**src/rtl/tick_edge_counter_if.sv**
```systemverilog
// Purpose : control/status bundle between a tick source and tick_edge_counter.
// Latency : n/a (wires only).
// Backpressure: none; the counter samples its inputs every clk and never stalls.
//
// Ports carried:
//   enable   - divided-clock tick (level; only its rising edge matters)
//   en_d     - count enable applied to detected edges
//   up_dn    - 1 = count up, 0 = count down
//   sat      - 1 = saturate at the bound, 0 = wrap
//   clr      - synchronous clear to 0
//   load     - synchronous load from load_val
//   load_val - value loaded when load=1
//   count    - registered count
//   tc       - registered one-cycle terminal-count pulse
//   pedge    - combinational rising-edge indicator of enable
interface tick_edge_counter_if #(
   parameter int C_SIZE = 2
);
   logic              enable;
   logic              en_d;
   logic              up_dn;
   logic              sat;
   logic              clr;
   logic              load;
   logic [C_SIZE-1:0] load_val;
   logic [C_SIZE-1:0] count;
   logic              tc;
   logic              pedge;

   // Driver side: the tick source / sequencing logic.
   modport master (
      output enable, en_d, up_dn, sat, clr, load, load_val,
      input  count, tc, pedge
   );

   // Counter side.
   modport slave (
      input  enable, en_d, up_dn, sat, clr, load, load_val,
      output count, tc, pedge
   );
endinterface

```
**src/rtl/tick_edge_counter.sv**
```systemverilog
// Purpose : counts rising edges of a divided-clock tick with programmable wrap bounds,
//           up/down direction, wrap/saturate mode, sync clear/load and a terminal-count pulse.
// Latency : tick rising edge to count change 1 clk; boundary step to tc high 1 clk.
// Backpressure: none; every qualified edge is acted on or consumed in the cycle it is seen.
//
// Ports:
//   clk   - single system clock, all state updates on its rising edge
//   reset - asynchronous active-low reset
//   bus   - tick_edge_counter_if.slave (enable, en_d, up_dn, sat, clr, load, load_val
//           in; count, tc, pedge out)
module tick_edge_counter #(
   parameter int C_SIZE = 2,   // counter width, 1..32
   parameter int C_MAX  = 3,   // upper bound, C_MIN < C_MAX <= 2^C_SIZE-1
   parameter int C_MIN  = 1    // lower / wrap-to bound, 0 <= C_MIN < C_MAX
) (
   input  logic                  clk,
   input  logic                  reset,
   tick_edge_counter_if.slave    bus
);

   // ------------------------------------------------------------------
   // Elaboration-time parameter sanity
   // ------------------------------------------------------------------
   generate
      if (C_SIZE < 1 || C_SIZE > 32) begin : g_bad_size
         $error("tick_edge_counter: C_SIZE must be within 1..32");
      end
      if (C_MIN < 0 || C_MIN >= C_MAX) begin : g_bad_min
         $error("tick_edge_counter: need 0 <= C_MIN < C_MAX");
      end
      if (longint'(C_MAX) > ((longint'(1) << C_SIZE) - longint'(1))) begin : g_bad_max
         $error("tick_edge_counter: C_MAX does not fit in C_SIZE bits");
      end
   endgenerate

   localparam logic [C_SIZE-1:0] MAX_V = C_SIZE'(C_MAX);
   localparam logic [C_SIZE-1:0] MIN_V = C_SIZE'(C_MIN);
   localparam logic [C_SIZE-1:0] ONE_V = C_SIZE'(1);

   // ------------------------------------------------------------------
   // State
   // ------------------------------------------------------------------
   logic              enable_dly_q;
   logic [C_SIZE-1:0] count_q;
   logic [C_SIZE-1:0] count_d;
   logic              tc_q;
   logic              tc_d;

   // ------------------------------------------------------------------
   // Edge detect
   // ------------------------------------------------------------------
   logic pedge;
   logic step;

   // enable_dly_q resets to 1, so a tick already high when reset releases
   // is treated as old news rather than a fresh edge.
   always_comb begin
      pedge = bus.enable & ~enable_dly_q;
      // An edge with en_d low is simply dropped; nothing remembers it.
      step  = pedge & bus.en_d;
   end

   // ------------------------------------------------------------------
   // Step value and boundary detection
   // ------------------------------------------------------------------
   // Comparisons use >= / <= rather than == so that out-of-range values
   // (after reset or an unclamped load) still move back into range and the
   // +1 / -1 paths can never overflow or underflow.
   logic [C_SIZE-1:0] step_val;
   logic              at_bound;

   always_comb begin
      step_val = count_q;
      at_bound = 1'b0;
      if (bus.up_dn) begin
         if (count_q >= MAX_V) begin
            at_bound = 1'b1;
            step_val = bus.sat ? MAX_V : MIN_V;
         end else begin
            step_val = count_q + ONE_V;
         end
      end else begin
         if (count_q <= MIN_V) begin
            at_bound = 1'b1;
            step_val = bus.sat ? MIN_V : MAX_V;
         end else begin
            step_val = count_q - ONE_V;
         end
      end
   end

   // ------------------------------------------------------------------
   // Next-state: clear > load > step > hold
   // ------------------------------------------------------------------
   always_comb begin
      count_d = count_q;
      tc_d    = 1'b0;
      if (bus.clr) begin
         count_d = '0;
      end else if (bus.load) begin
         // Loaded verbatim; a coincident edge is lost.
         count_d = bus.load_val;
      end else if (step) begin
         count_d = step_val;
         // tc marks boundary steps in both wrap and saturate mode.
         tc_d    = at_bound;
      end
   end

   // ------------------------------------------------------------------
   // Registers
   // ------------------------------------------------------------------
   always_ff @(posedge clk or negedge reset) begin
      if (!reset) begin
         enable_dly_q <= 1'b1;
         count_q      <= '0;
         tc_q         <= 1'b0;
      end else begin
         enable_dly_q <= bus.enable;
         count_q      <= count_d;
         tc_q         <= tc_d;
      end
   end

   // ------------------------------------------------------------------
   // Outputs
   // ------------------------------------------------------------------
   assign bus.count = count_q;
   assign bus.tc    = tc_q;
   assign bus.pedge = pedge;

endmodule

```
**src/flat_wrapper.sv**
```systemverilog
// flat-port wrapper written by rule: the top's interface ports become plain ports
module tick_edge_counter_flat 
#(
   parameter int C_SIZE = 2,                          
   parameter int C_MAX  = 3,                                              
   parameter int C_MIN  = 1                                                
)
  (clk, reset, bus_enable, bus_en_d, bus_up_dn, bus_sat, bus_clr, bus_load, bus_load_val, bus_count, bus_tc, bus_pedge);
  tick_edge_counter_if #(.C_SIZE(C_SIZE)) bus_i ();
  input  logic clk;
  input  logic reset;
  input wire logic [$bits(bus_i.enable)-1:0] bus_enable;
  input wire logic [$bits(bus_i.en_d)-1:0] bus_en_d;
  input wire logic [$bits(bus_i.up_dn)-1:0] bus_up_dn;
  input wire logic [$bits(bus_i.sat)-1:0] bus_sat;
  input wire logic [$bits(bus_i.clr)-1:0] bus_clr;
  input wire logic [$bits(bus_i.load)-1:0] bus_load;
  input wire logic [$bits(bus_i.load_val)-1:0] bus_load_val;
  output wire logic [$bits(bus_i.count)-1:0] bus_count;
  output wire logic [$bits(bus_i.tc)-1:0] bus_tc;
  output wire logic [$bits(bus_i.pedge)-1:0] bus_pedge;
  assign bus_i.enable = bus_enable;
  assign bus_i.en_d = bus_en_d;
  assign bus_i.up_dn = bus_up_dn;
  assign bus_i.sat = bus_sat;
  assign bus_i.clr = bus_clr;
  assign bus_i.load = bus_load;
  assign bus_i.load_val = bus_load_val;
  assign bus_count = bus_i.count;
  assign bus_tc = bus_i.tc;
  assign bus_pedge = bus_i.pedge;
  tick_edge_counter #(.C_SIZE(C_SIZE), .C_MAX(C_MAX), .C_MIN(C_MIN)) u_core (.clk(clk), .reset(reset), .bus(bus_i));
endmodule
```
**config.mk**
```make
export PLATFORM = sky130hd
export DESIGN_NAME = tick_edge_counter_flat
export DESIGN_NICKNAME = d
export VERILOG_FILES = /design/src/rtl/tick_edge_counter_if.sv /design/src/rtl/tick_edge_counter.sv /design/src/flat_wrapper.sv
export SDC_FILE = /design/constraint.sdc
export NUM_CORES = 1
export LEC_CHECK = 0
export CAP_MARGIN = 20
export CORE_AREA = 2 2 39 41
export CTS_BUF_LIST = sky130_fd_sc_hd__clkbuf_4 sky130_fd_sc_hd__clkbuf_8 sky130_fd_sc_hd__clkbuf_16
export CTS_CLUSTER_DIAMETER = 100
export CTS_CLUSTER_SIZE = 25
export DETAILED_ROUTE_END_ITERATION = 8
export DIE_AREA = 0 0 41 43
export MAX_ROUTING_LAYER = met4
export SLEW_MARGIN = 40
export SYNTH_ARGS = -nofsm -noshare
export SYNTH_HDL_FRONTEND = slang
export SYNTH_SLANG_ARGS = --single-unit
```
**constraint.sdc**
```tcl
create_clock -name clk -period 1.95 [get_ports clk]
set_clock_uncertainty 0.15 [all_clocks]
set_input_delay 0.39 -clock clk [delete_from_list [all_inputs] [get_ports clk]]
set_output_delay 0.39 -clock clk [all_outputs]
set_load 0.03 [all_outputs]
```
==> impl_metrics.toml, run 1 <==
[run_status]
status = "complete, no violations"

[clocking]
cts_made_buffers = 3
clockBufferDepth = 2
cts_num_sinks = 4
cts_setup_buffers = 0
insertion_delay_ps = 250
clk_pin_slew_ps = 50
cts-root-buf = "clkbuf_4"
htreeDepth = 1
cts_tree = "built"
cts_hold_buffers = 0

[timing]
tightest_slew_ps = 298.9
hold_viol_final = 0
fin_tns_setup_ps = 0
fin_ws_ps = 184.6
period_minus_slack_ps = 1765
min_period_over_period_pct = 90.53
rsz0062_at_grt = "no"
max_slew_margin_pct = 80.01
slew_viol_final = 0
max_freq_mhz = 566.5
setup_violations = 0

[floorplan]
chipHeight_um = 43
io-pin-count = 14
dieArea_um2 = 1763
core_area_um2 = 1384
std_cell_rows = 14
initial_core_util_pct = 21.61
dieWidth_um = 41

[final_layout]
layout.nets = 62
final_cell_area_um2 = 481.7
seq_area_um2 = 101.3
fillers = 144
finalNonFillerCells = 64
synthToLayoutAreaGrowth_pct = 61.09
antenna_cells = 0
multiInputGateArea_um2 = 190.2
fin_util_pct = 34.81
layout-drive-gt1-share_pct = 18.75

[critical_path]
critical_path.cell_chain = "clkdlybuf4s50_1"
regToRegSetupSlack_ps = 290
worst_path_largest_cell_delay_ps = 660
cp.arrival_ps = 1230
cp_num_cells = 1
cp_num_buf_inv = 1
path_max_fanout = 1
slowest_stage = "clkdlybuf4s50_1"
critPathCapture = "bus_tc"
reg2reg_depth = 5
crit_start = "u_core.bus.tc"
path_class = "reg2out"
rr_startpoint = "u_core.bus.count[1]"
critPathCaptureType = "primary output"
cp.required_ps = 1410
cp-start-kind = "flip-flop"
cp_top_family = "buffers and inverters"
reg2reg_to = "u_core.bus.count[1]"

[global_routing]
grt_antenna_before_repair = 0
gr-total-overflow = 0
grt_usage_pct = 10.42
grt_pass1_vias = 270
grt_max_degree = 8
grt_first_pass_wirelength_um = 1166

[synthesis]
syn-cell-area_um2 = 299.0
synthesis.nets = 43
synth_seq_area_share_pct = 33.89
ys_seq_elements = 4
postSynthCellCount = 30
ys.flop_type = "dfrtp_1"
synth.area.top_cells = "dfrtp_1 25%, ha_1 13%, dfstp_2 8.8%"
async_flop_share_pct = 100.0
yosysWarnings = 0
syn_area_per_cell_um2 = 9.968
synth_top_area_share_pct = 25.10
synth_edf_count = 0
synth_common_cells = "3 x dfrtp_1, 3 x ha_1"
synth_top_cell_by_area = "dfrtp_1"
synthDistinctLibCells = 19

[place]
place_congestion = 0.7522
place_inst = 60
place_ws_ps = 193.8
port_buffers = 13
dpl_cell_area_um2 = 454.2

[pwr]
power.leakage_nw = 0.2170
ir_drop_mv = 0.2314
powerDensity_nw_per_um2 = 669.6

[min_path]
hp-class = "in2async"

[routing]
dr.pass1.iters = 2
vias_per_cell = 4.281
detail_route.wl_per_cell_um = 10.19
via_count = 274
wl_um = 652
route.detailed.drc = 0
drt_iter0_drc = 4
drtAntennaViolNets = 0

[flow_run]
cap_violations = 0
## per-layer routing
metal	global-route usage [%]	share of wire [%]	vias up
met1	13.96	47	119
met4	6.000	3.2	0
met5	-	0	-
li1	-	-	143
met2	12.50	43	10
met3	4.712	7.1	2
## timing repair
action                                  CTS  global route
endpoints found under the setup margin    2             0
hold endpoints to repair                  0             0
gates resized for setup                   2             0
## through the flow
stage,power [mW],hold slack (ps)
3_5_place_dp,0.1937,453.6
6_report,0.3226,182.9
4_1_cts,0.3289,180.8
3_3_place_gp,0.1934,455.9
2_1_floorplan,0.1497,-55.59
5_1_grt,0.3476,188.8
## power by group
part           leakage [nW]  internal, mW  switching (mW)
registers            0.0498        0.0902         0.00959
clock network        0.0184        0.0912          0.0434
logic                 0.149        0.0481          0.0401
total                 0.217         0.230          0.0930
## cells by family after synthesis
logic type	Yosys count	synth area share [%]
and+or+nand+nor	13	28.03
muxes	2	6.695
DFF	4	33.89
buffers and inverters	2	2.511
AOI/OAI and AO/OA	6	16.32
adders and majority gates	3	12.55
## flip-flops by register name, indices dropped and copies added, names as in the netlist
name	flops
u_core.bus.count	2
u_core.enable_dly_q	1
u_core.bus.tc	1
## worst min-delay path by stage
stage	startpoint	to	slack, ps	cells after the start
after detailed placement	reset	u_core.bus.tc	450	1
after floorplan	reset	u_core.bus.count[0]	-60	0
after global placement	reset	u_core.bus.tc	460	1
after CTS	reset	u_core.bus.tc	180	1
final	reset	u_core.bus.tc	180	1
after global routing	reset	u_core.bus.count[1]	190	1
## layout make-up
cell class / count / share of cell area [%]
Sequential cell: 4 / 21.04
Tap cell: 16 / 4.156
Clock buffer: 4 / 6.234
Timing Repair Buffer: 14 / 27.53
Inverter: 2 / 1.558
Multi-Input combinational cell: 24 / 39.48
## layout by cell type (no fill, tap or decap), drive strengths merged, types with 2 or more instances in the layout
cell type,instances
and2b,2
buf,2
clkbuf,4
clkdlybuf4s50,10
dfrtp,3
dlygate4sd2,2
ha,3
inv,2
mux2i,2
nand2b,2
nor2,2
nor2b,2
nor3,2
o21ai,2
Note: power is estimated with default switching activity, not from simulation.
==> run 2: changes to the inputs <==
ABC_CLOCK_PERIOD_IN_PS = 1950   (was not set)
CTS_CLUSTER_SIZE = not set   (was 25)
==> results of run 2 <==
Final layout, timing and power as in run 1 (identical DEF).
==> run 3: changes to the inputs <==
GPL_TIMING_DRIVEN = 0   (was not set)
==> impl_metrics.toml, run 3 (synthesis gave the netlist of run 1 again) <==
[run_status]
status = "complete, no violations"

[timing]
hold_viol_final = 0
max_slew_margin_pct = 78.89
min_period_over_period_pct = 91.71
slew_viol_final = 0
rsz0062_at_grt = "no"
max_freq_mhz = 559.2
setup_violations = 0
period_minus_slack_ps = 1788
tightest_slew_ps = 316.1

[clocking]
cts_made_buffers = 3
cts_hold_buffers = 0
cts_num_sinks = 4
cts_tree = "built"
clockBufferDepth = 2
insertion_delay_ps = 240
htreeDepth = 1
cts-root-buf = "clkbuf_4"
cts_setup_buffers = 0
clk_pin_slew_ps = 40

[critical_path]
crit_start = "bus_enable"
cp_num_cells = 3
path_class = "in2out"
rr_startpoint = "u_core.bus.count[1]"
cp.arrival_ps = 1250
slowest_stage = "clkdlybuf4s50_1"
critical_path.cell_chain = "clkdlybuf4s50_1, nor2b_1, clkbuf_2"
critPathCaptureType = "primary output"
path_max_fanout = 3
cp-start-kind = "input pin"
cp.required_ps = 1410
cp_top_family = "buffers and inverters"
worst_path_largest_cell_delay_ps = 500
reg2reg_depth = 5
cp_num_buf_inv = 2

[final_layout]
layout-drive-gt1-share_pct = 17.02
seq_area_um2 = 101.3
largest_reg_flops = 2
synthToLayoutAreaGrowth_pct = 59.00
multiInputGateArea_um2 = 190.2
antenna_cells = 0
finalNonFillerCells = 63
layout.nets = 61
final_cell_mix = "10 x clkdlybuf4s50_1, 4 x clkbuf_4, 3 x ha_1, 3 x dfrtp_1"
fillers = 149
final_common_cell = "clkdlybuf4s50_1"

[place]
place_congestion = 0.7562
place_inst = 59
port_buffers = 13
dp_hpwl_um = 496.3

[global_routing]
grt_max_degree = 8
grt_antenna_before_repair = 0
use_met2_pct = 10.63
grt_first_pass_wirelength_um = 1028
grt_pass1_vias = 256
use_met3_pct = 6.283
met1_usage_pct = 12.01
gr-total-overflow = 0
grt_usage_pct = 9.185
top_usage_layer = "met1"

[routing]
dr.pass1.iters = 2
via_count = 279
drt_iter0_drc = 5
route.detailed.drc = 0
vias_per_cell = 4.429
detail_route.wl_per_cell_um = 9.794
drtAntennaViolNets = 0
wl_um = 617

[min_path]
hp-class = "in2async"

[pwr]
p_total_uw = 313.1
powerDensity_nw_per_um2 = 658.5
power.leakage_nw = 0.2221
ir_drop_mv = 0.4932

[floorplan]
chipHeight_um = 43
io-pin-count = 14
dieArea_um2 = 1763
core_area_um2 = 1384
dieWidth_um = 41
initial_core_util_pct = 21.61
std_cell_rows = 14

[flow_run]
cap_violations = 0
==> run 3: per-stage QoR <==
stage	TNS (ps)	setup slack, ps	hold WS [ps]	area (um2)	utilization (%)
2_1_floorplan	0	174.8	-55.59	299.0	-
3_3_place_gp	-285.5	-285.5	461.0	449.2	32.46
3_5_place_dp	-292.9	-292.9	462.5	449.2	32.46
4_1_cts	0	3.848	202.1	478.0	34.54
5_1_grt	0	101.6	217.0	475.5	34.36
6_report	0	161.7	203.7	475.5	34.36
==> run 3: final cells by class <==
class,instances,area share [%]
flip-flops and latches,4,21.32
clock buffers,4,6.316
well taps,16,4.211
inverters,2,1.579
multi-input cells,24,40.00
repair buffers,13,26.58
==> run 3: report_power, final <==
group / internal (mW) / switching [mW] / total [mW]
clock network: 0.0906 / 0.0347 / 0.125
registers: 0.0902 / 0.00945 / 0.0997
logic: 0.0476 / 0.0405 / 0.0881
==> run 3: routing by layer <==
layer / wire length [um] / share of wire (%)
met4: 0 / 0
met5: 0 / 0
met3: 39 / 6.3
met1: 301 / 49
met2: 276 / 45
==> run 3: repair_timing <==
action	4_1_cts	5_1_grt
pin swaps	0	0
resized for setup	3	2
endpoints found under the setup margin	2	2
==> run 3: path summary, 6_finish.rpt <==
kind                                  endpoint  slack, ps
setup / recovery                     bus_pedge        160
hold / removal             u_core.bus.count[0]        200
setup reg to reg           u_core.bus.count[1]        270
hold reg to reg            u_core.bus.count[0]        490
max in group asynchronous  u_core.enable_dly_q       1190
min in group clk           u_core.enable_dly_q        480
==> run 3: worst reg2reg max path: stages, from the launching register on <==
cell and delay, ps:
dfrtp_1 450, inv_1 90, ha_1 320, nand2b_4 50, a211o_1 280, a32o_1 210
